==> config.mk <==
export PLATFORM = sky130hd
export DESIGN_NAME = uart_rx
export DESIGN_NICKNAME = d
export VERILOG_FILES = /design/src/rtl/uart_rx.sv
export SDC_FILE = /design/constraint.sdc
export NUM_CORES = 1
export LEC_CHECK = 0
export BUFFER_PORTS_ARGS = -buffer_cell sky130_fd_sc_hd__buf_2
export CORE_MARGIN = 2
export CORE_UTILIZATION = 45
export CTS_CLUSTER_SIZE = 30
export DETAILED_ROUTE_END_ITERATION = 8
export GPL_ROUTABILITY_DRIVEN = 0
export SYNTH_ARGS = -nofsm -noshare
export SYNTH_HDL_FRONTEND = slang
export SYNTH_SLANG_ARGS = --single-unit
==> constraint.sdc <==
create_clock -name i_clk -period 3.9 [get_ports i_clk]
set_clock_uncertainty 0.1 [all_clocks]
set_input_delay 0.39 -clock i_clk [delete_from_list [all_inputs] [get_ports i_clk]]
set_output_delay 0.39 -clock i_clk [all_outputs]
set_load 0.02 [all_outputs]
==> src/rtl/uart_rx.sv <==
// ---------------------------------------------------------------------------
// uart_rx -- 8N1 UART receiver, LSB first, idle-high line.
//
// The serial input is brought into the clock domain through a two-flop
// synchronizer that is preset to the idle level. A five-state FSM
// (IDLE, START, DATA, STOP, CLEANUP) samples each bit near its centre. It
// recovers the byte and reports either a one-cycle valid pulse or a
// one-cycle framing-error pulse. o_rx_data holds the last good byte.
//
// Parameters
//   CLOCKS_PER_BIT  i_clk cycles per UART bit (>= 4), default 434.
//
// Ports
//   i_clk            in   1  rising-edge clock
//   i_rst            in   1  synchronous active-high reset
//   i_rx_bit         in   1  asynchronous serial line
//   o_rx_data        out  8  last correctly framed byte
//   o_rx_data_valid  out  1  one-cycle pulse when o_rx_data updates
//   o_rx_active      out  1  high while a frame is in progress
//   o_framing_error  out  1  one-cycle pulse when the stop bit is low
//   o_rx_state       out  3  current FSM state code (debug)
//   o_bit_index      out  3  current data-bit index (debug)
// ---------------------------------------------------------------------------
module uart_rx #(
  parameter int CLOCKS_PER_BIT = 434
) (
  input  logic       i_clk,
  input  logic       i_rst,
  input  logic       i_rx_bit,
  output logic [7:0] o_rx_data,
  output logic       o_rx_data_valid,
  output logic       o_rx_active,
  output logic       o_framing_error,
  output logic [2:0] o_rx_state,
  output logic [2:0] o_bit_index
);

  localparam int CNT_W = $clog2(CLOCKS_PER_BIT);
  // The start bit is checked half a bit in, so that data and stop
  // samples then fall near the centre of each following bit.
  localparam logic [CNT_W-1:0] HALF_CNT = CNT_W'((CLOCKS_PER_BIT - 1) / 2);
  localparam logic [CNT_W-1:0] LAST_CNT = CNT_W'(CLOCKS_PER_BIT - 1);

  typedef enum logic [2:0] {
    S_IDLE    = 3'd0,
    S_START   = 3'd1,
    S_DATA    = 3'd2,
    S_STOP    = 3'd3,
    S_CLEANUP = 3'd4
  } state_e;

  logic             sync1_q;
  logic             sync2_q;
  logic             rx_s;

  state_e           state_q;
  state_e           state_d;
  logic [CNT_W-1:0] cnt_q;
  logic [CNT_W-1:0] cnt_d;
  logic [2:0]       bit_idx_q;
  logic [2:0]       bit_idx_d;
  logic [7:0]       shift_q;
  logic [7:0]       shift_d;
  logic [7:0]       data_q;
  logic [7:0]       data_d;
  logic             valid_q;
  logic             valid_d;
  logic             ferr_q;
  logic             ferr_d;
  logic             active_q;
  logic             active_d;

  // Two-flop synchronizer. It is preset to the idle level so that a
  // reset never looks like a start bit.
  always_ff @(posedge i_clk) begin
    if (i_rst) begin
      sync1_q <= 1'b1;
      sync2_q <= 1'b1;
    end else begin
      sync1_q <= i_rx_bit;
      sync2_q <= sync1_q;
    end
  end

  assign rx_s = sync2_q;

  // Next-state logic, counters, shift register and output pulses.
  always_comb begin
    state_d   = state_q;
    cnt_d     = cnt_q;
    bit_idx_d = bit_idx_q;
    shift_d   = shift_q;
    data_d    = data_q;
    valid_d   = 1'b0;
    ferr_d    = 1'b0;

    case (state_q)
      S_IDLE: begin
        cnt_d     = {CNT_W{1'b0}};
        bit_idx_d = 3'd0;
        if (rx_s == 1'b0) begin
          state_d = S_START;
        end else begin
          state_d = S_IDLE;
        end
      end

      S_START: begin
        if (cnt_q == HALF_CNT) begin
          cnt_d = {CNT_W{1'b0}};
          // If the line is high again at mid start bit, the low level
          // was a glitch. Drop back to IDLE without any pulse.
          if (rx_s == 1'b0) begin
            state_d = S_DATA;
          end else begin
            state_d = S_IDLE;
          end
        end else begin
          cnt_d = cnt_q + {{(CNT_W-1){1'b0}}, 1'b1};
        end
      end

      S_DATA: begin
        if (cnt_q == LAST_CNT) begin
          cnt_d            = {CNT_W{1'b0}};
          shift_d[bit_idx_q] = rx_s;
          if (bit_idx_q == 3'd7) begin
            bit_idx_d = 3'd0;
            state_d   = S_STOP;
          end else begin
            bit_idx_d = bit_idx_q + 3'd1;
          end
        end else begin
          cnt_d = cnt_q + {{(CNT_W-1){1'b0}}, 1'b1};
        end
      end

      S_STOP: begin
        if (cnt_q == LAST_CNT) begin
          cnt_d   = {CNT_W{1'b0}};
          state_d = S_CLEANUP;
          // A low stop bit is a framing error. The previously
          // delivered byte stays on o_rx_data.
          if (rx_s == 1'b1) begin
            data_d  = shift_q;
            valid_d = 1'b1;
          end else begin
            ferr_d  = 1'b1;
          end
        end else begin
          cnt_d = cnt_q + {{(CNT_W-1){1'b0}}, 1'b1};
        end
      end

      S_CLEANUP: begin
        cnt_d     = {CNT_W{1'b0}};
        bit_idx_d = 3'd0;
        state_d   = S_IDLE;
      end

      default: begin
        // Unused codes 5-7 recover to IDLE.
        cnt_d     = {CNT_W{1'b0}};
        bit_idx_d = 3'd0;
        state_d   = S_IDLE;
      end
    endcase

    active_d = (state_d == S_START) || (state_d == S_DATA) || (state_d == S_STOP);
  end

  // State and datapath registers. Reset has priority over everything.
  always_ff @(posedge i_clk) begin
    if (i_rst) begin
      state_q   <= S_IDLE;
      cnt_q     <= {CNT_W{1'b0}};
      bit_idx_q <= 3'd0;
      shift_q   <= 8'h00;
      data_q    <= 8'h00;
      valid_q   <= 1'b0;
      ferr_q    <= 1'b0;
      active_q  <= 1'b0;
    end else begin
      state_q   <= state_d;
      cnt_q     <= cnt_d;
      bit_idx_q <= bit_idx_d;
      shift_q   <= shift_d;
      data_q    <= data_d;
      valid_q   <= valid_d;
      ferr_q    <= ferr_d;
      active_q  <= active_d;
    end
  end

  assign o_rx_data       = data_q;
  assign o_rx_data_valid = valid_q;
  assign o_framing_error = ferr_q;
  assign o_rx_active     = active_q;
  assign o_rx_state      = state_q;
  assign o_bit_index     = bit_idx_q;

endmodule

### Yosys cells after proc, flatten, opt, wreduce, memory -nomap -nowiden

Cells that the tools add are included.

* divide/modulo/power cells: 0
* bitwise gates (word level): 3
* add/subtract/negate cells: 2
* shift-type cells: 0
* reduce and logical (&&, ||, !) cells: 10
* multiply operators: 0
* eq/ne operators: 10
* multiplexer cells: 18
* magnitude comparators: 2

Operators with widths (number)
* 3-bit 2-to-1 mux: 6
* 9-bit 2-to-1 mux: 2
* 9-bit one-hot mux with 2 select lines: 1
* 3-bit by 2-bit equality test with 1-bit output, second input constant: 4
* 3-bit one-hot mux with 4 select lines: 1
* 9-bit by 1-bit adder with 9-bit output, second input constant: 1
* 9-bit by 8-bit equality test with 1-bit output, second input constant: 1
* 9-bit equality test, second input constant: 1
* 8-bit bitwise mux: 1
* 3-bit by 1-bit equality test with 1-bit output, second input constant: 2
* 3-bit one-hot mux with 2 select lines: 1
* 3-bit by 4-bit less-than comparator with 1-bit output, second input constant: 1
* 1-bit 2-to-1 mux: 4
* 2-bit AND reduction: 2
* 2-bit OR reduction: 2
* 3-bit by 1-bit adder with 3-bit output, second input constant: 1
* 1-bit demux with 3-bit select: 1
* 3-bit equality test, second input constant: 1
* 3-bit by 1-bit >= comparator with 1-bit output, second input constant: 1
* 3-bit zero test: 1
* 1-bit NOT: 3
* 3-bit AND reduction: 1
* 3-bit OR reduction: 1
* 1-bit logical OR: 2
* other kinds (3): 3

* ROM bits: 0
* bits in latches: 0
* memories kept: 0
* RAM bits: 0
* output and inout port bits: 17
* register bits after elaboration: 36

### Depth between registers and ports, before layout

* depth in word-level cells: 7
* gate-level depth with buffers: 7
* mapped depth without buffers: 6

### Worst setup path after synthesis

No wires, ideal clock.

* kind: reg-to-reg
* from: reg cnt_q[0]
* to: reg bit_idx_q[0] (netlist: o_bit_index[0])
* library setup time: 0.070 ns
* stages on the path, launching flop included: 6
* slack: 2.094 ns
* data required time: 3.730 ns
* arrival: 1.635 ns
* period minus slack after synthesis: 1.806 ns
* path through: dfxtp_1 ha_1 nand4bb_4 or3_4 or4_1 a21oi_1

* word-level cells in the longest chain between the ends: 3

RTL lines
* start, declared: line 58 `logic [CNT_W-1:0] cnt_q;`
* start signal, assigned: line 176 `cnt_q <= {CNT_W{1'b0}};`
* start signal, assigned: line 185 `cnt_q <= cnt_d;`
* 9-bit equality test: line 124 `if (cnt_q == LAST_CNT) begin`
* 2-bit != test (no line)
* 2-bit AND reduction (no line)
* end signal, assigned: line 186 `bit_idx_q <= bit_idx_d;`
* end, declared: line 60 `logic [2:0] bit_idx_q;`

No other way between the ends.
A chain may end at the register's enable or synchronous reset.

### Worst setup path in the final report

* from: reg cnt_q[0]
* to: reg shift_q[3]

* word-level cells in the longest chain between the ends: 2

RTL lines
* 9-bit equality test: line 124
* 2-bit AND reduction (no line)
* end signal, assigned: line 187 `shift_q <= shift_d;`
* end, declared: line 62 `logic [7:0] shift_q;`

No other way between the ends.

==> flow_summary.json <==
{
  "status": "finished clean",
  "synth_cell_types": 44,
  "r2r_cells": 5,
  "antenna_found_initial": 0,
  "setup-violations-final": 0,
  "rows": 22,
  "hold_violations": 0,
  "drtIter0Drc": 68,
  "dp_cells": 235,
  "route.detailed.drc": 0,
  "drv_slew": 0,
  "die_y_um": 64.81,
  "ys_seq_area_frac": 0.4331,
  "critPathRequiredTime_ns": 3.98,
  "pre_cts_ws_ns": 1.591,
  "p_leak_nw": 0.6897,
  "grt_pass1_vias": 1256,
  "cts_tree": "yes",
  "hold_depth": 2,
  "port_buffers": 19,
  "cp_max_fo": 14,
  "tightest_slew_ns": 1.064,
  "clock_sinks": 36,
  "grt-ovfl-total": 0,
  "wl_per_cell_um": 13.02,
  "ys_warn_count": 0,
  "path_clk_slew_ns": 0.06,
  "power.density_nw_per_um2": 338.4,
  "start_kind": "register",
  "arrival_ns": 2.41,
  "cts_root_buffer": "clkbuf_8",
  "clockBufferDepth": 2,
  "viasPerCell": 5.360,
  "finalNonFillerCells": 242,
  "h-tree-depth": 2,
  "dp_hpwl_um": 2236,
  "hold_class": "primary input to register",
  "hold_slack_ns": 0.1953,
  "worstReg2RegStart": "cnt_q[0]",
  "min_from": "i_rx_bit",
  "post_cts_buffers": 0,
  "slew_headroom": 0.2845,
  "rsz0062_at_grt": "no",
  "timing.final.ws_setup_ns": 1.571,
  "min_period_ns": 2.329,
  "synth_area_um2": 1664,
  "drive_above_1_share": 0.1856,
  "crit_type": "register to register",
  "synth_edf_count": 0,
  "fmax_mhz": 429.3,
  "yosys.cell_count.top_type": "dfxtp_1",
  "drt_first_pass_iters": 4,
  "vdd_drop_max_mv": 0.2048,
  "synth_fp_nets": 184,
  "grt_pass1_wl_um": 5664,
  "syn_inst": 176,
  "syn_avg_cell_area_um2": 9.455,
  "synthTopCellsByArea": "dfxtp_1 43%, nor2_1 5.2%, mux2i_1 4.8%, ha_1 3.8%, nand4b_1 3.7%",
  "fin_tns_setup_ns": 0,
  "ff2ff_setup_slack_ns": 1.57,
  "grt_start_max_net_pins": 28,
  "io_pins": 20,
  "worstSetupEndpointType": "register",
  "grtUsageTotal": 0.1748,
  "async_flop_share": 0,
  "antenna_left": 0,
  "whs_endpoint": "sync1_q",
  "start_util": 0.4615,
  "fp.coreArea_um2": 3606,
  "nNetsFinal": 202,
  "die_area_um2": 4200,
  "ys.flop_type": "dfxtp_1",
  "routed_wl_um": 3152,
  "cts_resized": 0,
  "r2r_end": "shift_q[3]",
  "ys_ff_latch": 36,
  "synth.largest_area_cell": "dfxtp_1",
  "numCtsBuffers": 5,
  "routed-via-count": 1297,
  "clkLatencyLatePin_ns": 0.28,
  "cap_violations": 0,
  "cts_hold_buf": 0,
  "area_growth_pct": 12.11,
  "synth_top_area_frac": 0.4331,
  "die_x_um": 64.81,
  "diodes": 0,
  "synth_common_cells": "36 x dfxtp_1, 23 x nor2_1, 13 x inv_1, 8 x a21oi_1, 8 x mux2i_1",
  "post-route-period-util": 0.5973
}
cells by family after synthesis:
group / count (synthesis) / share of synthesized area
mux: 8 / 0.04812
simple gates: 69 / 0.2744
flops: 36 / 0.4331
xor+xnor: 7 / 0.03684
fa+ha+maj: 5 / 0.03759
buf+inv: 21 / 0.04812
compound gates: 30 / 0.1218
power by group:
group	total, mW	internal (mW)	switching (mW)
combinational	0.0148	0.00540	0.00944
sequential	0.374	0.370	0.00425
clock	0.242	0.121	0.121
registers in the layout (all words and copies together), names as in the netlist:
signal and flops:
o_bit_index 3, o_rx_data 8, sync1_q 1, cnt_q 9
o_framing_error 1, o_rx_data_valid 1, o_rx_active 1, o_rx_state 3
rx_s 1, shift_q 8
cell type report:
cell class	instances	area, um2
clock buffer	6	72.57
clock inverter	1	5.005
fill	351	1740
inverter	13	48.80
multi-input combinational	119	863.3
sequential	36	720.7
tap	48	60.06
timing repair buffer	19	95.09
how the worst max path moves through the flow:
stage | cells past startpoint | from | endpoint | slack, ns
5_1_grt | 5 | cnt_q[0] | shift_q[3] | 1.41
3_5_place_dp | 5 | cnt_q[0] | shift_q[3] | 1.59
6_report | 5 | cnt_q[0] | shift_q[3] | 1.57
3_3_place_gp | 5 | cnt_q[0] | shift_q[3] | 1.71
2_1_floorplan | 5 | cnt_q[0] | o_bit_index[0] | 2.09
4_1_cts | 5 | cnt_q[0] | shift_q[3] | 1.59
placed cells by master, fill, tap and decap left out, types with 4 or more instances in the layout:
cell      Yosys  layout
nand2_1       4       4
nand4b_1      7       7
nor2_1       23      23
mux2i_1       8       8
nor3_1        4       4
nand3_1       4       4
xnor2_1       6       6
clkbuf_8      0       5
o21ai_0       5       5
buf_2         1      19
inv_1        13      13
dfxtp_1      36      36
a21oi_1       8       8
ha_1          5       5
metrics by stage:
stage                     utilization  area (um2)  power (mW)
after detailed placement       0.4958        1788      0.3975
final                          0.5173        1866      0.6313
after global placement         0.4958        1788      0.3972
after global routing           0.5173        1866      0.6534
after floorplan                     -        1664      0.3935
after CTS                      0.5173        1866      0.6383
layer usage:
metal | global-route usage | vias up | part of all wire
met4 | 0.07713 | 0 | 0.016
met2 | 0.2822 | 17 | 0.48
met1 | 0.2168 | 619 | 0.47
li1 | - | 655 | -
met3 | 0.04861 | 6 | 0.032
met5 | 0 | - | 0
critical path: stages, from the launching register on:
cell	delay [ns]
dfxtp_1	0.42
ha_1	0.24
nand4bb_4	0.18
nor4_2	0.83
a31oi_1	0.19
o21ba_2	0.25
Power figures use the tool's default switching activity.
